==> src/rtl/periph_arbiter_pkg.sv <==
// periph_arbiter_pkg: state encoding and requester-count limits shared by the arbiter files
package periph_arbiter_pkg;
    typedef enum logic [1:0] {
        ST_IDLE = 2'd0,
        ST_REQ  = 2'd1,
        ST_ACKD = 2'd2,
        ST_REL  = 2'd3
    } state_t;
    localparam int NREQ_MIN = 2;
    localparam int NREQ_MAX = 4;
endpackage

==> src/rtl/periph_arbiter_rr_pick.sv <==
// rr_pick: combinational round-robin picker, search starts at ptr and wraps upward
module rr_pick #(
    parameter int NREQ = 2
) (
    input  logic [NREQ-1:0] req,
    input  logic [1:0]      ptr,
    output logic            valid,
    output logic [1:0]      idx
);
    logic [2*NREQ-1:0] dbl;
    logic [NREQ-1:0]   rot;
    int                off;
    always_comb begin
        dbl = {req, req} >> ptr;
        rot = dbl[NREQ-1:0];
        off = 0;
        for (int o = NREQ - 1; o >= 0; o--) off = rot[o] ? o : off;
        valid = |req;
        idx = 2'((int'(ptr) + off) % NREQ);
    end
endmodule

==> src/rtl/periph_arbiter.sv <==
// periph_arbiter: round-robin sharing of one four-phase send/ack peripheral port among NREQ requesters
module periph_arbiter
    import periph_arbiter_pkg::*;
#(
    parameter int NREQ = 2,
    parameter int CW   = 8
) (
    input  logic              clk1,
    input  logic              rst1,
    input  logic [NREQ-1:0]   send_i,
    input  logic [2*NREQ-1:0] dado_i,
    output logic [NREQ-1:0]   ack_o,
    output logic              send,
    output logic [1:0]        dado,
    input  logic              ack,
    output logic [1:0]        gnt_id,
    output logic              busy,
    output logic [CW-1:0]     xfer_count
);
    if (NREQ < NREQ_MIN || NREQ > NREQ_MAX) begin : g_nreq_check
        $error("periph_arbiter: NREQ must be in 2..4");
    end
    state_t            st;
    logic [1:0]        ptr;
    logic              valid;
    logic [1:0]        idx;
    logic [NREQ-1:0]   gmask;
    logic              gsend;
    logic [2*NREQ-1:0] dsh;
    rr_pick #(.NREQ(NREQ)) u_pick (
        .req  (send_i),
        .ptr  (ptr),
        .valid(valid),
        .idx  (idx)
    );
    always_comb begin
        gmask = NREQ'(1) << gnt_id;
        gsend = |(send_i & gmask);
        dsh = dado_i >> {idx, 1'b0};
    end
    always_ff @(posedge clk1 or posedge rst1) begin
        if (rst1) begin
            st         <= ST_IDLE;
            send       <= 1'b0;
            dado       <= 2'd0;
            ack_o      <= '0;
            gnt_id     <= 2'd0;
            busy       <= 1'b0;
            xfer_count <= '0;
            ptr        <= 2'd0;
        end else begin
            case (st)
                ST_IDLE: if (!ack && valid) begin
                    st     <= ST_REQ;
                    busy   <= 1'b1;
                    send   <= 1'b1;
                    dado   <= dsh[1:0];
                    gnt_id <= idx;
                    ptr    <= (int'(idx) == NREQ - 1) ? 2'd0 : idx + 2'd1;
                end
                ST_REQ: if (ack) begin
                    st    <= ST_ACKD;
                    ack_o <= gmask;
                end
                ST_ACKD: if (!gsend) begin
                    st    <= ST_REL;
                    ack_o <= '0;
                    send  <= 1'b0;
                end
                default: if (!ack) begin
                    st         <= ST_IDLE;
                    busy       <= 1'b0;
                    xfer_count <= xfer_count + CW'(1);
                end
            endcase
        end
    end
endmodule

==> config.mk <==
export PLATFORM = sky130hd
export DESIGN_NAME = periph_arbiter
export DESIGN_NICKNAME = d
export VERILOG_FILES = /design/src/rtl/periph_arbiter_pkg.sv /design/src/rtl/periph_arbiter_rr_pick.sv /design/src/rtl/periph_arbiter.sv
export SDC_FILE = /design/constraint.sdc
export NUM_CORES = 1
export LEC_CHECK = 0
export BUFFER_PORTS_ARGS = -buffer_cell sky130_fd_sc_hd__buf_2
export CAP_MARGIN = 20
export CORE_ASPECT_RATIO = 1.25
export CORE_MARGIN = 3
export CORE_UTILIZATION = 45
export DETAILED_ROUTE_END_ITERATION = 7
export GPL_TIMING_DRIVEN = 0
export PLACE_DENSITY = 0.75
export REMOVE_ABC_BUFFERS = 1
export SLEW_MARGIN = 20
export SYNTH_ARGS = -nofsm -noshare
export SYNTH_HDL_FRONTEND = slang
export SYNTH_SLANG_ARGS = --single-unit
==> constraint.sdc <==
create_clock -name clk1 -period 1.65 [get_ports clk1]
set_input_delay 0.165 -clock clk1 [delete_from_list [all_inputs] [get_ports clk1]]
set_output_delay 0.165 -clock clk1 [all_outputs]
set_load 0.01 [all_outputs]
==> results.tsv <==
metric	value	unit
maximum vdd drop	0.880	mV
most common cell after layout, fill and taps aside	buf_2	
Synth Area in Simple Gates	13.9	%
H-tree levels	1	
kind of critical path	reg2reg	
Final HPWL DP	1240	um
final worst-path cycle share	106	%
status	finished, violations left	
CP top delay family	simple AND/OR/NAND/NOR gates	
clock skew	0.00278	ns
distinct cell type count after synthesis	31	
Core Footprint	0.00185	sq mm
Worst Setup SP	st[0]	
number of synthesized flops with an enable pin	0	
Ys Warns	0	
DR WL/cell	13.0	um
die span in x	46.6	um
Worst slew margin	55.7	%
synthesized area per cell	11.3	sq um
DRC errors left	0	
worst r2r src	st[0]	
initial antenna violation count	0	
RD Place Congestion	0.829	
detailed-route via count	702	
largest area contributor in the synthesized netlist	dfrtp_1	
worst path cell trace	buf_6 > ha_4 > or4b_4 > nand3_4 > mux2_4	
ant diodes	0	
most frequent cells in the layout	23 x buf_2, 17 x dfrtp_1, 9 x nand2_1	
Critical path buffers and inverters	1	
Total Power	2.10	mW
Post-synth ARST share	100	%
Hold Violations, Final	0	
met3 GRT Util	2.56	%
Min-Delay Path Depth	3	
R2R Setup Slk	-0.11	ns
largest family of logic cells by synthesized area	simple AND/OR/NAND/NOR gates	
area share of the largest cell type after synthesis	48.5	%
Initial Utilization	50.2	%
final wirelength	1700	um
final slew viol count	0	
CTS Buffer Depth	2	
first-pass GRT wire length	2820	um
Clock Sinks	18	
Tightest Pin Transition	0.663	ns
Max-Cap Viols	0	
min Tclk post-route	1.76	ns
largest net degree at the start of global routing	19	
CP endpoint kind	flip-flop	
I/O pin count	25	
Startpoint Class	flip-flop	
GRT Overall Usage	14.3	%
min-delay worst type	in2reg	
worst-case reg-to-reg path depth	5	
Synth Area in Compound Gates	10.8	%
TritonCTS buffer count	3	
Syn-to-layout area delta	28.0	%
slowest stage delay, CP	0.55	ns
hold slack	0.148	ns
setup ws final	-0.106	ns
CTS tree	done	
dominant synthesized flop cell	dfrtp_1	
reg2reg end	st[1]	
#FFs+latches synth	18	
Final setup viols	1	
First DRT Iteration DRCs	16	
fin nets	128	
share of cells above drive strength 1	41.1	%
Cell Pwr Density	1770	mW/mm^2
top cells by area, synth	dfrtp_1 49%, ha_1 8.1%, xnor2_1 4.7%	
fmax	569	MHz
Worst Path Required	1.83	ns
GR peak layer	met2	
clock root cell	clkbuf_4	
hold endpoint	dado[0]	
total grt overflow	0	
Pre-antenna DRT Iters	4	
worst hold start	dado_i[0]	
met1 Use GR	19.1	%
Netlist Area Pre-Place	928	sq um
vias per cell	5.36	
Clk pin slew, worst setup/hold paths	0.10	ns
vias in the first global route	688	
grt met2 use	21.9	%
failing checks	setup timing	
Post-Synth Adder-Cell Area	9.16	%
crit path DAT	1.93	ns
Max FO, Critical Path	2	
Crit-path slowest cell	or4b_4	
floorplan row count	17	
DRT antenna net count	0	
Die ar.	0.00265	sq mm
RSZ-0062 raised after global routing	yes	
multiplexer share of the synthesized area	7.82	%
IO buf count	23	
clock latency on the worst-skew pair	0.28	ns
leakage power	0.597	nW
die height	56.8	um
Syn Inst Count	82	
Seq/Total Area, Yosys	48.5	%
Synth Area in XOR/XNOR	6.60	%
[timing repair]
item                                   CTS  global route
buffers inserted                         3             0
endpoints found under the hold margin   18             0
resized for setup                       12             2
pin swaps                                3             0
hold buffers                             1             0
setup endpoints to repair                2             3
[state kept, by name, summed over array words and instances, names as in the netlist]
| register | flops |
|---|---|
| st | 2 |
| gnt_id | 1 |
| dado | 2 |
| xfer_count | 8 |
| ack_o | 2 |
| busy | 1 |
| ptr | 1 |
| send | 1 |
[Yosys cell counts, types with 2 or more instances]
cell type	count
a21oi_1	4
nor2_1	2
o2bb2ai_1	2
mux2i_1	2
dfrtp_1	18
nand4_1	2
nand3_1	2
and3_1	2
xor2_1	2
xnor2_1	5
nand2_1	9
o21ai_1	3
ha_1	6
inv_1	5
mux2_4	2
[worst max-delay path by stage]
stage	to	slack, ns	cells past startpoint
finish	st[1]	-0.11	5
global route	st[1]	-0.11	5
CTS	st[1]	-0.08	5
detailed placement	st[1]	-0.22	5
global placement	st[1]	-0.17	5
floorplan	st[1]	-0.11	5
[power by group]
part / total [mW] / leakage (nW) / switching, mW / internal, mW
clock: 0.265 / 0.0210 / 0.131 / 0.134
combinational: 1.05 / 0.348 / 0.511 / 0.544
sequential: 0.782 / 0.228 / 0.164 / 0.618
[worst register-to-register path: cells and delay by family (launching register included)]
kind / cells / cell delay, ns
fa+ha+maj: 1 / 0.14
buf+inv: 1 / 0.14
mux: 1 / 0.29
simple gates: 2 / 0.65
flops: 1 / 0.43
[through the flow]
stage	setup TNS (ns)	instances	utilization, %	setup slack (ns)	area (sq um)
final	-0.106	131	64.2	-0.106	1190
after global routing	-0.111	131	64.2	-0.111	1190
after CTS	-0.0756	131	64.0	-0.0756	1180
after detailed placement	-0.219	123	57.3	-0.218	1060
after global placement	-0.165	123	57.3	-0.165	1060
after floorplan	-0.110	81	-	-0.110	921
[kinds of logic (layout without fill, tap and decap cells)]
group                      after synthesis  count (layout)
adders and majority gates                7               7
and+or+nand+nor                         23              23
xor gates and xnor gates                 7               7
AOI/OAI and AO/OA                       14              14
other                                    1               1
muxes                                    6               6
buffers and inverters                    6              36
DFF                                     18              18
[cell type report]
type | instances | area [sq um]
tap | 19 | 23.8
inverter | 5 | 21.3
fill | 161 | 662
timing repair buffer | 27 | 151
multi-input combinational | 58 | 504
clock buffer | 4 | 36.3
sequential | 18 | 452
[routing by layer]
layer | up-vias | routed length [um]
met3 | 2 | 82
met1 | 332 | 777
met4 | 0 | 12
li1 | 346 | -
met2 | 22 | 831
met5 | - | 0
Power figures use the tool's default switching activity.
